## src/rtl/uart_pkg.sv

```systemverilog
// Package shared by the UART receiver slice.
// Holds the receiver state encoding, the bit positions of the debug
// probe bus and the helper that derives the bit period from clock and baud.
package uart_pkg;

    // Receiver states; the encoding is visible on debug[1:0].
    typedef enum logic [1:0] {
        ST_IDLE  = 2'd0,
        ST_START = 2'd1,
        ST_DATA  = 2'd2,
        ST_STOP  = 2'd3
    } rx_state_e;

    // Debug bus layout: {frame_err_sticky, overrun_sticky, state[1:0]}.
    localparam int DBG_FERR_BIT = 3;
    localparam int DBG_OVR_BIT  = 2;
    localparam int DBG_ST_HI    = 1;
    localparam int DBG_ST_LO    = 0;

    // Number of data bits in an 8N1 frame.
    localparam int DATA_BITS = 8;

    // Sys_clk cycles per serial bit (integer division).
    function automatic int clks_per_bit(input int clk_hz, input int baud);
        return clk_hz / baud;
    endfunction

endpackage

```

## src/rtl/uart_bit_timer.sv

```systemverilog
// Bit-period timer for the UART receiver.
// Counts down to zero and raises tick while the count is zero, then
// reloads a full bit period so consecutive samples stay one bit apart.
// Ports:
//   sys_clk    in  system clock, rising edge
//   rst        in  synchronous active-high reset
//   load_half  in  load half a bit period (start-bit centring); wins over run
//   run        in  advance the count; tick is only raised while running
//   tick       out high in the cycle the count sits at zero
module uart_bit_timer
    import uart_pkg::*;
#(
    parameter int CLKS_PER_BIT = 234
) (
    input  logic sys_clk,
    input  logic rst,
    input  logic load_half,
    input  logic run,
    output logic tick
);

    localparam int TW = $clog2(CLKS_PER_BIT);
    localparam logic [TW-1:0] FULL_RELOAD = TW'(CLKS_PER_BIT - 1);
    // Loading HALF-1 puts the first tick exactly CLKS_PER_BIT/2 cycles after the load.
    localparam logic [TW-1:0] HALF_RELOAD = TW'((CLKS_PER_BIT / 2) - 1);
    localparam logic [TW-1:0] CNT_ZERO    = {TW{1'b0}};

    logic [TW-1:0] cnt_r;
    logic          at_zero_s;

    // Zero detect of the down-counter.
    always_comb begin
        at_zero_s = (cnt_r == CNT_ZERO);
    end

    // Down-counter with half-period load and full-period auto reload.
    always_ff @(posedge sys_clk) begin
        if (rst) begin
            cnt_r <= CNT_ZERO;
        end else if (load_half) begin
            cnt_r <= HALF_RELOAD;
        end else if (run) begin
            if (at_zero_s) begin
                cnt_r <= FULL_RELOAD;
            end else begin
                cnt_r <= cnt_r - {{(TW-1){1'b0}}, 1'b1};
            end
        end else begin
            cnt_r <= cnt_r;
        end
    end

    // Tick only means something while a frame is being timed.
    always_comb begin
        tick = run & at_zero_s;
    end

endmodule

```

## src/rtl/uart_rx_dbg.sv

```systemverilog
// UART receiver, 8N1, LSB first, sys_clk domain, with logic-analyzer debug bus.
// Synchronises the pin, validates the start bit at mid-bit, samples data and
// stop bits at bit centres, and hands bytes out over a valid/ready handshake.
// Ports:
//   sys_clk    in   system clock, rising edge
//   rst        in   synchronous active-high reset
//   rx_i       in   asynchronous serial input, idle high
//   rx_data    out  received byte, stable while rx_valid=1
//   rx_valid   out  byte available, held until accepted
//   rx_ready   in   consumer accepts when rx_valid & rx_ready
//   frame_err  out  one-cycle pulse, stop bit sampled low
//   overrun    out  one-cycle pulse, byte completed while previous one unaccepted
//   debug      out  {frame_err_sticky, overrun_sticky, state[1:0]}
module uart_rx_dbg
    import uart_pkg::*;
#(
    parameter int CLK_HZ       = 27_000_000,
    parameter int BAUD         = 115_200,
    parameter int CLKS_PER_BIT = clks_per_bit(CLK_HZ, BAUD)
) (
    input  logic       sys_clk,
    input  logic       rst,
    input  logic       rx_i,
    output logic [7:0] rx_data,
    output logic       rx_valid,
    input  logic       rx_ready,
    output logic       frame_err,
    output logic       overrun,
    output logic [3:0] debug
);

    // Pin synchroniser and edge history.
    logic       sync1_r;
    logic       rxs_r;
    logic       prev_r;
    logic [1:0] fill_r;
    logic       fall_s;

    // FSM and datapath.
    rx_state_e  state_r;
    rx_state_e  state_nx_s;
    logic [2:0] bit_cnt_r;
    logic [7:0] shift_r;
    logic       tick_s;

    // FSM controls.
    logic       load_half_s;
    logic       timer_run_s;
    logic       shift_en_s;
    logic       stop_ok_s;
    logic       stop_bad_s;

    // Output registers.
    logic [7:0] rx_data_r;
    logic       rx_valid_r;
    logic       frame_err_r;
    logic       overrun_r;
    logic       fe_sticky_r;
    logic       ov_sticky_r;

    // Two-flop synchroniser plus previous-value flop for edge detection.
    // fill_r keeps prev_r at 0 until the whole pipeline holds real pin samples,
    // so the forced-high reset value can never fake a falling edge when the
    // line is already low as reset releases.
    always_ff @(posedge sys_clk) begin
        if (rst) begin
            sync1_r <= 1'b1;
            rxs_r   <= 1'b1;
            prev_r  <= 1'b0;
            fill_r  <= 2'b00;
        end else begin
            sync1_r <= rx_i;
            rxs_r   <= sync1_r;
            prev_r  <= fill_r[1] ? rxs_r : 1'b0;
            fill_r  <= {fill_r[0], 1'b1};
        end
    end

    // Falling edge of the synchronised line.
    always_comb begin
        fall_s = prev_r & ~rxs_r;
    end

    uart_bit_timer #(
        .CLKS_PER_BIT (CLKS_PER_BIT)
    ) u_timer (
        .sys_clk   (sys_clk),
        .rst       (rst),
        .load_half (load_half_s),
        .run       (timer_run_s),
        .tick      (tick_s)
    );

    // FSM state register.
    always_ff @(posedge sys_clk) begin
        if (rst) begin
            state_r <= ST_IDLE;
        end else begin
            state_r <= state_nx_s;
        end
    end

    // FSM next-state logic.
    always_comb begin
        state_nx_s = state_r;
        case (state_r)
            ST_IDLE: begin
                if (fall_s) begin
                    state_nx_s = ST_START;
                end else begin
                    state_nx_s = ST_IDLE;
                end
            end
            ST_START: begin
                if (tick_s) begin
                    // A high line at mid start bit was only a glitch.
                    state_nx_s = rxs_r ? ST_IDLE : ST_DATA;
                end else begin
                    state_nx_s = ST_START;
                end
            end
            ST_DATA: begin
                if (tick_s && (bit_cnt_r == 3'(DATA_BITS - 1))) begin
                    state_nx_s = ST_STOP;
                end else begin
                    state_nx_s = ST_DATA;
                end
            end
            ST_STOP: begin
                // Leaving at mid stop bit lets the next start edge be caught early.
                if (tick_s) begin
                    state_nx_s = ST_IDLE;
                end else begin
                    state_nx_s = ST_STOP;
                end
            end
            default: begin
                state_nx_s = ST_IDLE;
            end
        endcase
    end

    // FSM output decode: timer control, shift enable and stop-bit verdicts.
    always_comb begin
        load_half_s = 1'b0;
        timer_run_s = 1'b0;
        shift_en_s  = 1'b0;
        stop_ok_s   = 1'b0;
        stop_bad_s  = 1'b0;
        case (state_r)
            ST_IDLE: begin
                load_half_s = fall_s;
            end
            ST_START: begin
                timer_run_s = 1'b1;
            end
            ST_DATA: begin
                timer_run_s = 1'b1;
                shift_en_s  = tick_s;
            end
            ST_STOP: begin
                timer_run_s = 1'b1;
                stop_ok_s   = tick_s & rxs_r;
                stop_bad_s  = tick_s & ~rxs_r;
            end
            default: begin
                timer_run_s = 1'b0;
            end
        endcase
    end

    // Bit counter and LSB-first shift register.
    always_ff @(posedge sys_clk) begin
        if (rst) begin
            bit_cnt_r <= 3'd0;
            shift_r   <= 8'h00;
        end else begin
            if (load_half_s) begin
                bit_cnt_r <= 3'd0;
            end else if (shift_en_s) begin
                bit_cnt_r <= bit_cnt_r + 3'd1;
            end else begin
                bit_cnt_r <= bit_cnt_r;
            end
            if (shift_en_s) begin
                shift_r <= {rxs_r, shift_r[7:1]};
            end else begin
                shift_r <= shift_r;
            end
        end
    end

    // Output byte register, handshake, error pulses and sticky flags.
    always_ff @(posedge sys_clk) begin
        if (rst) begin
            rx_data_r   <= 8'h00;
            rx_valid_r  <= 1'b0;
            frame_err_r <= 1'b0;
            overrun_r   <= 1'b0;
            fe_sticky_r <= 1'b0;
            ov_sticky_r <= 1'b0;
        end else begin
            frame_err_r <= stop_bad_s;
            overrun_r   <= stop_ok_s & rx_valid_r & ~rx_ready;
            if (stop_bad_s) begin
                fe_sticky_r <= 1'b1;
            end else begin
                fe_sticky_r <= fe_sticky_r;
            end
            if (stop_ok_s & rx_valid_r & ~rx_ready) begin
                ov_sticky_r <= 1'b1;
            end else begin
                ov_sticky_r <= ov_sticky_r;
            end
            // A new byte may replace one that is being accepted in this same cycle.
            if (stop_ok_s && (!rx_valid_r || rx_ready)) begin
                rx_data_r  <= shift_r;
                rx_valid_r <= 1'b1;
            end else if (rx_valid_r && rx_ready) begin
                rx_data_r  <= rx_data_r;
                rx_valid_r <= 1'b0;
            end else begin
                rx_data_r  <= rx_data_r;
                rx_valid_r <= rx_valid_r;
            end
        end
    end

    // Outputs come straight from flops.
    always_comb begin
        rx_data                   = rx_data_r;
        rx_valid                  = rx_valid_r;
        frame_err                 = frame_err_r;
        overrun                   = overrun_r;
        debug[DBG_FERR_BIT]       = fe_sticky_r;
        debug[DBG_OVR_BIT]        = ov_sticky_r;
        debug[DBG_ST_HI:DBG_ST_LO] = state_r;
    end

endmodule

```

## config.mk

```make
export PLATFORM = sky130hd
export DESIGN_NAME = uart_rx_dbg
export DESIGN_NICKNAME = d
export VERILOG_FILES = /design/src/rtl/uart_pkg.sv /design/src/rtl/uart_bit_timer.sv /design/src/rtl/uart_rx_dbg.sv
export SDC_FILE = /design/constraint.sdc
export NUM_CORES = 1
export LEC_CHECK = 0
export ABC_CLOCK_PERIOD_IN_PS = 4100
export CORE_AREA = 2 2 65 91
export CTS_CLUSTER_SIZE = 10
export DETAILED_ROUTE_END_ITERATION = 6
export DIE_AREA = 0 0 67 93
export DONT_BUFFER_PORTS = 1
export GPL_TIMING_DRIVEN = 0
export PLACE_DENSITY = 0.5
export RECOVER_POWER = 50
export SETUP_SLACK_MARGIN = 0.1
export SYNTH_ARGS = -nofsm -noshare
export SYNTH_HDL_FRONTEND = slang
export SYNTH_SLANG_ARGS = --single-unit
```

## constraint.sdc

```tcl
create_clock -name sys_clk -period 4.1 [get_ports sys_clk]
set_input_delay 0.41 -clock sys_clk [delete_from_list [all_inputs] [get_ports sys_clk]]
set_output_delay 0.41 -clock sys_clk [all_outputs]
set_load 0.01 [all_outputs]
```

==> impl_metrics.yaml <==
outcome:
  status: "finished clean"
sta:
  finalHoldViolCount: 0
  fin_crit_sh: 0.587
  setup_viol: 0
  max_freq_ghz: 0.415
  drv_slew: 0
  fin_crit_ps: 2410
  fin_tns_setup_ps: 0
  tightestPinTransition_ps: 921
  skew_ps: 7.62
  slew-limit-headroom: 0.379
  grt_setup_unrepaired: "no"
clock_network:
  cts_tree: "built"
  root_buffer: "clkbuf_8"
  cts_max_path_buffers: 2
  cts_sinks: 39
  postCtsHoldBufs: 0
  cts-resized-gates: 0
  post_cts_buffers: 0
  clkLatencyLatePin_ps: 290
  htreeDepth: 2
  path_clk_slew_ps: 80
  cts_made_buffers: 5
detailed_routing:
  postRouteAntennaNets: 0
  drt_iter0_drc: 42
  routed_wl_um: 3170
  wire_per_inst_um: 13.2
  drc_errors: 0
  viasPerCell: 4.72
  vias: 1132
  drt_pre_antenna_iters: 4
setup_path:
  ff2ff_setup_slack_ps: 1690
  critPathMaxStageDelay_ps: 670
  timing.rr.end: "rx_data[1]"
  worst-path-buf-inv: 2
  cp.arrival_ps: 2560
  worst_path_dominant_cell_family: "simple AND/OR/NAND/NOR gates"
  start_kind: "flip-flop"
  path_depth: 6
  reg2regPathDepth: 6
  crit_slowest_cell: "or4_2"
  path_class: "reg2reg"
  crit_required_ps: 4260
  r2r_start: "u_timer.cnt_r[0]"
  cp_cell_sequence: "inv_1 -> ha_1 -> or4b_1 -> or4_2 -> clkbuf_1 -> mux2i_1"
  path_max_fanout: 8
  crit_path_end_kind: "flip-flop"
power_and_ir_drop:
  power.share.sequential: 0.494
  power.total_uw: 781
  clockPowerShare: 0.479
  cellPowerDensity_nw_per_um2: 443
  leakagePower_uw: 0.000790
  combinationalPowerShare: 0.027
  switchingPower_uw: 149
  swShare: 0.190
  p_int_uw: 633
  peakVddDrop_v: 0.000228
worst_hold_path:
  min_to: "frame_err"
  min_path_cells: 1
  min_from: "rst"
  min_path_type: "in2reg"
floorplanning:
  num_rows: 32
  fp.dieH_um: 93
  die_area_sq_um: 6230
  num_io_pins: 19
  start_util: 0.288
  core_area_sq_um: 5450
  die_w_um: 67
final_layout:
  antennaDiodeCount: 0
  layout_commonest_cell: "dfxtp_1"
  area_delta_synth_final_pct: 12.4
  final_nets: 179
  utilization: 0.324
  layout.cells.non_filler: 240
  mostFrequentLayoutCells: "dfxtp_1 (39), nand2_1 (21), mux2i_1 (18), nor2_1 (14)"
  drive_above_1_share: 0.0872
placement:
  gp_congestion: 0.808
  hpwl_um: 2250
  placed_cells: 232
  portBuffers: 0
global_routing:
  grt_overflow: 0
  grt_max_degree: 13
  antenna_found_initial: 0
  grt_usage: 0.117
  grt_pass1_wl_um: 5360
  grt_pass1_vias: 1075
synthesis:
  synth_edf_count: 0
  syn_area_sq_um: 1570
  synth.distinct_cells: 37
  ys_async_sr_fraction: 0
  yosysWarnings: 0
  synth-seq-cells: 39
  ys_seq_area_frac: 0.498
  synth-main-ff-cell: "dfxtp_1"
  synthCells: 164
  avgSynthCellArea_sq_um: 9.57
  synth_nets: 172
run:
  max_cap_viol_count: 0
==> routing by layer <==
layer	wire [um]	GRT usage
met1	1370	0.134
met2	1560	0.182
met3	180	0.0505
met4	68	0.0561
met5	0	0
==> kinds of logic (layout without fill, tap and decap cells) <==
| family | count (synthesis) | in the layout | synth area share |
|---|---|---|---|
| simple gates | 66 | 66 | 0.218 |
| mux | 18 | 18 | 0.115 |
| buf+inv | 13 | 21 | 0.0423 |
| xor+xnor | 1 | 1 | 0.00558 |
| compound gates | 23 | 23 | 0.0901 |
| flops | 39 | 39 | 0.498 |
| fa+ha+maj | 4 | 4 | 0.0319 |
==> how the worst max path moves through the flow <==
stage / slack (ps) / to / from
4_1_cts: 1880 / bit_cnt_r[2] / u_timer.cnt_r[0]
3_5_place_dp: 1920 / bit_cnt_r[2] / u_timer.cnt_r[0]
3_3_place_gp: 1910 / shift_r[7] / u_timer.cnt_r[0]
6_report: 1690 / rx_data[1] / u_timer.cnt_r[0]
5_1_grt: 1540 / bit_cnt_r[2] / u_timer.cnt_r[0]
2_1_floorplan: 2210 / rx_data[2] / u_timer.cnt_r[0]
==> synthesized netlist by cell type (all sizes together), types with 3 or more instances <==
cell type  count  area share
nor3           5       0.016
inv            4      0.0096
a21oi          9       0.029
and3           4       0.016
ha             4       0.032
clkbuf         4      0.0096
mux2i         18        0.11
or2            3       0.012
buf            5       0.023
dfxtp         39        0.50
nor2          14       0.033
or3            4       0.017
o21ai          6       0.019
nand2         21       0.050
==> through the flow <==
| step | hold slack (ps) | setup WS, ps | cell area [sq um] |
|---|---|---|---|
| finish | 219 | 1690 | 1760 |
| detailed placement | 398 | 1920 | 1650 |
| CTS | 212 | 1880 | 1790 |
| global route | 198 | 1540 | 1760 |
| global placement | 397 | 1910 | 1650 |
| floorplan | 389 | 2210 | 1570 |
==> power by group through the flow <==
| stage | clock, uW | combinational, uW | sequential (uW) |
|---|---|---|---|
| 4_1_cts | 388 | 22.5 | 386 |
| 2_1_floorplan | 0 | 16.8 | 394 |
| 6_report | 374 | 21.4 | 386 |
| 3_3_place_gp | 0 | 22.5 | 395 |
| 3_5_place_dp | 0 | 22.4 | 395 |
| 5_1_grt | 411 | 24.0 | 386 |
==> sequential cells by signal (all words and copies together), names as in the netlist <==
| name | flops |
|---|---|
| ov_sticky_r | 1 |
| rx_data | 8 |
| fill_r | 2 |
| frame_err | 1 |
| u_timer.cnt_r | 8 |
| state_r | 2 |
| rx_valid | 1 |
| bit_cnt_r | 3 |
| fe_sticky_r | 1 |
| overrun | 1 |
| sync1_r | 1 |
| shift_r | 8 |
| prev_r | 1 |
| rxs_r | 1 |
==> worst register-to-register path: cells and delay by family, from the launching register on <==
family,cells,cell delay [ps]
AND/OR/NAND/NOR,2,1160
buffers and inverters,2,390
flip-flops,1,350
multiplexers,1,190
adder cells (fa/ha/maj),1,180
==> layout make-up <==
type	count	area, sq um
fillers	599	3680
clock inverters	2	60.1
flip-flops and latches	39	781
well taps	68	85.1
multi-input cells	112	716
inverters	4	15.0
plain buffers	9	35.0
clock buffers	6	72.6
Note: power is estimated with default switching activity, not from simulation.
